<file path="config.mk">
export PLATFORM = sky130hd
export DESIGN_NAME = uart_rx_fifo
export DESIGN_NICKNAME = d
export VERILOG_FILES = /design/src/rtl/uart_rx_fifo.sv
export SDC_FILE = /design/constraint.sdc
export NUM_CORES = 1
export LEC_CHECK = 0
export BUFFER_PORTS_ARGS = -buffer_cell sky130_fd_sc_hd__buf_4
export CAP_MARGIN = 20
export CORE_MARGIN = 2
export CORE_UTILIZATION = 30
export CTS_CLUSTER_SIZE = 24
export DETAILED_ROUTE_END_ITERATION = 8
export GPL_ROUTABILITY_DRIVEN = 0
export SKIP_LAST_GASP = 1
export SYNTH_ARGS = -nofsm -noshare
export SYNTH_HDL_FRONTEND = slang
export SYNTH_SLANG_ARGS = --single-unit
</file>
<file path="constraint.sdc">
create_clock -name clk -period 2.75 [get_ports clk]
set_input_delay 0.275 -clock clk [delete_from_list [all_inputs] [get_ports clk]]
set_output_delay 0.275 -clock clk [all_outputs]
set_load 0.01 [all_outputs]
</file>
<file path="src/rtl/uart_rx_fifo.sv">
// UART receiver: oversampled start/data/parity/stop decode feeding a first-word-fall-through FIFO.
// Sticky frame/parity/overrun flags; read_int is high while the FIFO holds data.
//
// state   | meaning
// S_IDLE  | line idle, waiting for a synced 1->0 edge
// S_START | timing to start-bit centre, rejects glitches
// S_DATA  | sampling DATA_BITS data bits, LSB first
// S_PAR   | sampling the parity bit (PARITY != 0 only)
// S_STOP  | sampling STOP_BITS stop bits, frame verdict on the last one
// S_BRK   | stop bit was 0, waiting for the line to return high
module uart_rx_fifo #(
   parameter int CLKS_PER_BIT = 16,
   parameter int DATA_BITS    = 8,
   parameter int PARITY       = 0,
   parameter int STOP_BITS    = 1,
   parameter int FIFO_DEPTH   = 4
) (
   input  logic                          clk,
   input  logic                          rst,
   input  logic                          uart_in,
   output logic [DATA_BITS-1:0]          uart_to_cpu_buf,
   output logic                          read_int,
   input  logic                          cpu_end_read,
   output logic [$clog2(FIFO_DEPTH):0]   fifo_count,
   output logic                          frame_err,
   output logic                          parity_err,
   output logic                          overrun,
   input  logic                          err_clear
);
   localparam int PW = $clog2(FIFO_DEPTH);
   localparam int TW = $clog2(CLKS_PER_BIT);
   localparam logic [TW-1:0] HALF_M1   = TW'(CLKS_PER_BIT/2 - 1);
   localparam logic [TW-1:0] FULL_M1   = TW'(CLKS_PER_BIT - 1);
   localparam logic [TW-1:0] T_ONE     = TW'(1);
   localparam logic [3:0]    LAST_DATA = 4'(DATA_BITS - 1);
   localparam logic [3:0]    LAST_STOP = 4'(STOP_BITS - 1);
   localparam logic [PW:0]   DEPTH     = (PW+1)'(FIFO_DEPTH);
   localparam logic [PW:0]   C_ONE     = (PW+1)'(1);
   localparam logic [PW-1:0] P_ONE     = PW'(1);
   localparam logic          ODD       = (PARITY == 2);

   localparam logic [2:0] S_IDLE  = 3'd0;
   localparam logic [2:0] S_START = 3'd1;
   localparam logic [2:0] S_DATA  = 3'd2;
   localparam logic [2:0] S_PAR   = 3'd3;
   localparam logic [2:0] S_STOP  = 3'd4;
   localparam logic [2:0] S_BRK   = 3'd5;

   logic                 sync1, sync2, rx_prev, rx_s, cer_prev;
   logic [1:0]           settle;
   logic [2:0]           state;
   logic [TW-1:0]        cnt;
   logic [3:0]           bit_idx;
   logic [DATA_BITS-1:0] shreg;
   logic                 par_bad, stop_bad;
   logic                 tick, start_det, frame_end, stop_bad_now;
   logic                 push, pop, push_ok, full;
   logic [PW-1:0]        wr_ptr, rd_ptr, rd_ptr_nx;
   logic [PW:0]          count_nx;
   logic [DATA_BITS-1:0] mem [FIFO_DEPTH];

   assign rx_s         = sync2;
   assign tick         = (cnt == '0);
   // settle blocks the preset-1 synchroniser from faking an edge right after reset
   assign start_det    = (state == S_IDLE) && (settle == 2'd3) && rx_prev && !rx_s;
   assign frame_end    = (state == S_STOP) && tick && (bit_idx == LAST_STOP);
   assign stop_bad_now = stop_bad | ~rx_s;
   assign push         = frame_end && !stop_bad_now && !par_bad;
   assign full         = (fifo_count == DEPTH);
   assign pop          = cpu_end_read && !cer_prev && (fifo_count != '0);
   assign push_ok      = push && (!full || pop);
   assign rd_ptr_nx    = rd_ptr + P_ONE;

   always_comb begin
      count_nx = fifo_count;
      if (push_ok && !pop)
         count_nx = fifo_count + C_ONE;
      else if (pop && !push_ok)
         count_nx = fifo_count - C_ONE;
   end

   always_ff @(posedge clk) begin
      if (rst) begin
         sync1   <= 1'b1;
         sync2   <= 1'b1;
         rx_prev <= 1'b1;
         settle  <= 2'd0;
      end else begin
         sync1   <= uart_in;
         sync2   <= sync1;
         rx_prev <= sync2;
         if (settle != 2'd3)
            settle <= settle + 2'd1;
      end
   end

   always_ff @(posedge clk) begin
      if (rst) begin
         state    <= S_IDLE;
         cnt      <= '0;
         bit_idx  <= '0;
         shreg    <= '0;
         par_bad  <= 1'b0;
         stop_bad <= 1'b0;
      end else begin
         if (state != S_IDLE && state != S_BRK)
            cnt <= tick ? FULL_M1 : cnt - T_ONE;
         case (state)
            S_IDLE: begin
               if (start_det) begin
                  state <= S_START;
                  cnt   <= HALF_M1;
               end
            end
            S_START: begin
               if (tick) begin
                  bit_idx <= '0;
                  state   <= rx_s ? S_IDLE : S_DATA;
               end
            end
            S_DATA: begin
               if (tick) begin
                  shreg <= {rx_s, shreg[DATA_BITS-1:1]};
                  if (bit_idx == LAST_DATA) begin
                     bit_idx  <= '0;
                     par_bad  <= 1'b0;
                     stop_bad <= 1'b0;
                     state    <= (PARITY != 0) ? S_PAR : S_STOP;
                  end else begin
                     bit_idx <= bit_idx + 4'd1;
                  end
               end
            end
            S_PAR: begin
               if (tick) begin
                  par_bad <= ((^shreg) ^ rx_s) != ODD;
                  state   <= S_STOP;
               end
            end
            S_STOP: begin
               if (tick) begin
                  stop_bad <= stop_bad_now;
                  if (bit_idx == LAST_STOP) begin
                     bit_idx <= '0;
                     state   <= stop_bad_now ? S_BRK : S_IDLE;
                  end else begin
                     bit_idx <= bit_idx + 4'd1;
                  end
               end
            end
            S_BRK: begin
               if (rx_s)
                  state <= S_IDLE;
            end
            default: state <= S_IDLE;
         endcase
      end
   end

   always_ff @(posedge clk) begin
      if (push_ok)
         mem[wr_ptr] <= shreg;
   end

   always_ff @(posedge clk) begin
      if (rst) begin
         wr_ptr          <= '0;
         rd_ptr          <= '0;
         fifo_count      <= '0;
         read_int        <= 1'b0;
         uart_to_cpu_buf <= '0;
         cer_prev        <= 1'b0;
      end else begin
         cer_prev   <= cpu_end_read;
         fifo_count <= count_nx;
         read_int   <= (count_nx != '0);
         if (push_ok)
            wr_ptr <= wr_ptr + P_ONE;
         if (pop)
            rd_ptr <= rd_ptr_nx;
         // head comes from the incoming word when it becomes the only entry
         if (push_ok && (fifo_count == '0 || (pop && fifo_count == C_ONE)))
            uart_to_cpu_buf <= shreg;
         else if (pop && fifo_count > C_ONE)
            uart_to_cpu_buf <= mem[rd_ptr_nx];
      end
   end

   always_ff @(posedge clk) begin
      if (rst) begin
         frame_err  <= 1'b0;
         parity_err <= 1'b0;
         overrun    <= 1'b0;
      end else begin
         if (frame_end && stop_bad_now)
            frame_err <= 1'b1;
         else if (err_clear)
            frame_err <= 1'b0;
         if (frame_end && par_bad)
            parity_err <= 1'b1;
         else if (err_clear)
            parity_err <= 1'b0;
         if (push && full && !pop)
            overrun <= 1'b1;
         else if (err_clear)
            overrun <= 1'b0;
      end
   end
endmodule

</file>
==> impl_metrics.py <==
metrics = {
    "routing": {
        "post-route-drc-count": 0,
        "firstDrtPassIters": 5,
        "drt_iter0_markers": 155,
        "detail_route.vias_per_cell": 5.000,
        "totalWireLength_mm": 7.384,
        "via_count": 2550,
        "postRouteAntennaNets": 0,
        "routedWlPerCell_um": 14.48,
    },
    "yosys": {
        "syn-instance-count": 337,
        "yosysWarningCount": 0,
        "avgSynthCellArea_um2": 10.75,
        "synth_top_family_by_area": "compound AO/OA/AOI/OAI gates",
        "post_synthesis_net_count": 355,
        "post_synth_instance_area_um2": 3622,
        "post_synth_and_or_nand_nor_area_fraction": 0.1478,
        "fraction_of_synthesized_area_in_multiplexers": 0.06079,
        "synth_compound_gate_area_share": 0.1537,
        "edff_count_synth": 32,
        "synth-xor-area-share": 0.03627,
        "yosysUniqueCellTypes": 53,
        "adder_cell_fraction_of_synth_area": 0.04491,
        "synth_async_sr_flop_share": 0,
        "synth_top_flop_cell": "sky130_fd_sc_hd__dfxtp_1",
        "yosysSeqAreaShare": 0.5195,
        "ys_seq_elements": 78,
    },
    "power": {
        "total_power_mw": 2.834,
        "power.static_leakage_nw": 1.482,
        "max-vdd-ir-drop_mv": 0.3596,
        "pwr_density_cell_nw_per_um2": 673.8,
    },
    "timing": {
        "slew_viol_final": 0,
        "min_period_over_period": 0.8550,
        "report.final.setup_viol": 0,
        "fin_tns_setup_ns": 0,
        "period_minus_slack_ns": 2.351,
        "clock_skew_ns": 0.005074,
        "worst_pin_slew_ns": 0.7088,
        "fin_hold_ws_ns": 0.1161,
        "hold_viol": 0,
        "grt_setup_unrepaired": "no",
        "fmaxAchievable_ghz": 0.4253,
        "max_slew_margin_vs_limit": 0.5253,
    },
    "die": {
        "start_util": 0.3041,
        "die_y_um": 113.9,
        "die_width_um": 113.9,
        "io_pins": 20,
        "die_area_um2": 12970,
        "row_count": 40,
        "floorplan_core_area_um2": 11910,
    },
    "grt": {
        "vias_in_the_first_global_route": 2488,
        "groute.layer.met3.usage": 0.03135,
        "busiest_layer": "met2",
        "grtUsageMet2": 0.1868,
        "grt_start_max_net_pins": 44,
        "number_of_antenna_violations_at_the_first_check_in_global_routing": 0,
        "global_route.overflow_total": 0,
        "track_usage": 0.1230,
        "gr-usage-met1": 0.1636,
        "grt_pass1_wl_mm": 12.30,
    },
    "cts": {
        "clk_pin_slew_worst_paths_ns": 0.06,
        "cts_root_buf": "sky130_fd_sc_hd__clkbuf_16",
        "ctsHtreeMaxLevel": 3,
        "tritoncts.num_buffers": 9,
        "clkLatencyLatePin_ns": 0.34,
        "ctsLongestPathBuffers": 2,
        "cts.hold.buffers_added": 0,
        "numClockSinks": 78,
        "post_cts_resized": 0,
        "post_cts.repair.setup_buffers": 0,
        "cts_tree": "done",
    },
    "final_layout": {
        "nFillCells": 1199,
        "antenna_cells": 0,
        "flow.area_growth_from_synthesis_pct": 16.13,
        "final_cell_count_no_fill": 510,
        "fraction_of_final_layout_cells_with_drive_strength_greater_than_1": 0.1763,
        "most_used_cells_in_the_layout_excluding_fill_and_tap_cells": "sky130_fd_sc_hd__dfxtp_1 (46), sky130_fd_sc_hd__nand2_1 (32), sky130_fd_sc_hd__edfxtp_1 (32)",
        "fin_nets": 376,
        "mostFrequentLayoutCell": "sky130_fd_sc_hd__dfxtp_1",
    },
    "critical_path": {
        "timing.setup.critical_path_class": "reg2reg",
        "timing.critical_path.from_type": "flop",
        "end_kind": "flop",
        "cp-startpoint": "cnt[0]$_SDFF_PP0_",
        "crit-reg2reg-launch": "cnt[0]$_SDFF_PP0_",
        "worst-path-max-fanout": 8,
        "worstPathRequired_ns": 2.76,
        "arrival_ns": 2.36,
    },
    "placed_design": {
        "numPlacedInstances": 494,
        "detailedPlacementHpwl_mm": 5.323,
        "port_buffers": 19,
    },
    "run_status": {
        "run_status": "complete, no violations",
    },
    "worst_hold_path": {
        "hold_path.startpoint": "uart_in",
        "min_path_type": "in2reg",
    },
    "run": {
        "drv_cap": 0,
    },
}
state kept, by name, summed over array words and instances (netlist names), 2 cells and up:
name             flops
fifo_count           3
bit_idx              4
mem                 32
uart_to_cpu_buf      8
shreg                8
settle               2
cnt                  4
state                3
rd_ptr               2
wr_ptr               2
worst max-delay path, cell delays in order (launching register included):
cell and delay (ns):
sky130_fd_sc_hd__dfxtp_1 0.33, sky130_fd_sc_hd__inv_1 0.09, sky130_fd_sc_hd__ha_1 0.16, sky130_fd_sc_hd__nor3b_1 0.38, sky130_fd_sc_hd__nand4_1 0.24, sky130_fd_sc_hd__nor2_1 0.42, sky130_fd_sc_hd__and2_1 0.41
cells by family after synthesis:
family	Yosys count
and+or+nand+nor	108
xor gates and xnor gates	15
DFF	78
muxes	12
adders and majority gates	13
AOI/OAI and AO/OA	80
buffers and inverters	31
per-stage QoR:
stage | utilization | cell area (µm²) | setup WS, ns
after detailed placement | 0.3294 | 3924 | 0.4427
after floorplan | - | 3622 | 0.7607
after global routing | 0.3532 | 4207 | 0.1459
final | 0.3532 | 4207 | 0.3988
after global placement | 0.3294 | 3924 | 0.4791
after CTS | 0.3532 | 4207 | 0.4181
cell usage after synthesis, drive strengths merged (2+ instances only):
library cell  count  share of area
o22ai             4         0.0069
nand2            32          0.033
a21oi            29          0.048
a21o              4         0.0083
mux4              8          0.050
xnor2            10          0.024
inv              15          0.016
nor3              2         0.0028
a21boi            2         0.0041
and2              4         0.0069
xor2              5          0.012
a311oi            3         0.0090
clkbuf            8         0.0083
a22oi             8          0.017
a221oi            2         0.0048
and4              2         0.0048
nand2b            5         0.0086
a31oi             5         0.0086
o31ai             2         0.0041
o21ai            11          0.015
nand4             3         0.0052
or2               2         0.0035
nor2b             7          0.012
nand3            10          0.014
ha               13          0.045
or3b              2         0.0048
nor2             27          0.028
buf               8          0.013
and3              4         0.0069
or3               2         0.0035
mux2i             4          0.011
edfxtp           32           0.27
dfxtp            46           0.25
nor3b             4         0.0097
final timing paths:
path / endpoint / slack [ns] / cells after the start
max: mem[1][2]$_DFFE_PP_ / 0.40 / 6
min: sync1$_SDFF_PP1_ / 0.12 / 2
max reg2reg: mem[1][2]$_DFFE_PP_ / 0.40 / 6
min reg2reg: rx_s$_SDFF_PP1_ / 0.41 / 1
layer usage:
metal,wire length [µm],vias to the layer above
li1,-,1271
met1,3388,1185
met2,3401,76
met3,392,18
met4,201,0
met5,0,-
power by group:
part           switching, mW  total (mW)  internal [mW]
clock network          0.495        1.12          0.623
registers             0.0565        1.29           1.23
logic                  0.232       0.427          0.194
final cells by class:
type | instances | area (µm²) | area share
Sequential cell | 78 | 1882 | 0.4474
Multi-Input combinational cell | 228 | 1607 | 0.3819
Clock buffer | 9 | 225.2 | 0.05354
Timing Repair Buffer | 26 | 195.2 | 0.04640
Tap cell | 147 | 183.9 | 0.04372
Clock inverter | 7 | 57.56 | 0.01368
Inverter | 15 | 56.30 | 0.01338
Power figures use the tool's default switching activity.
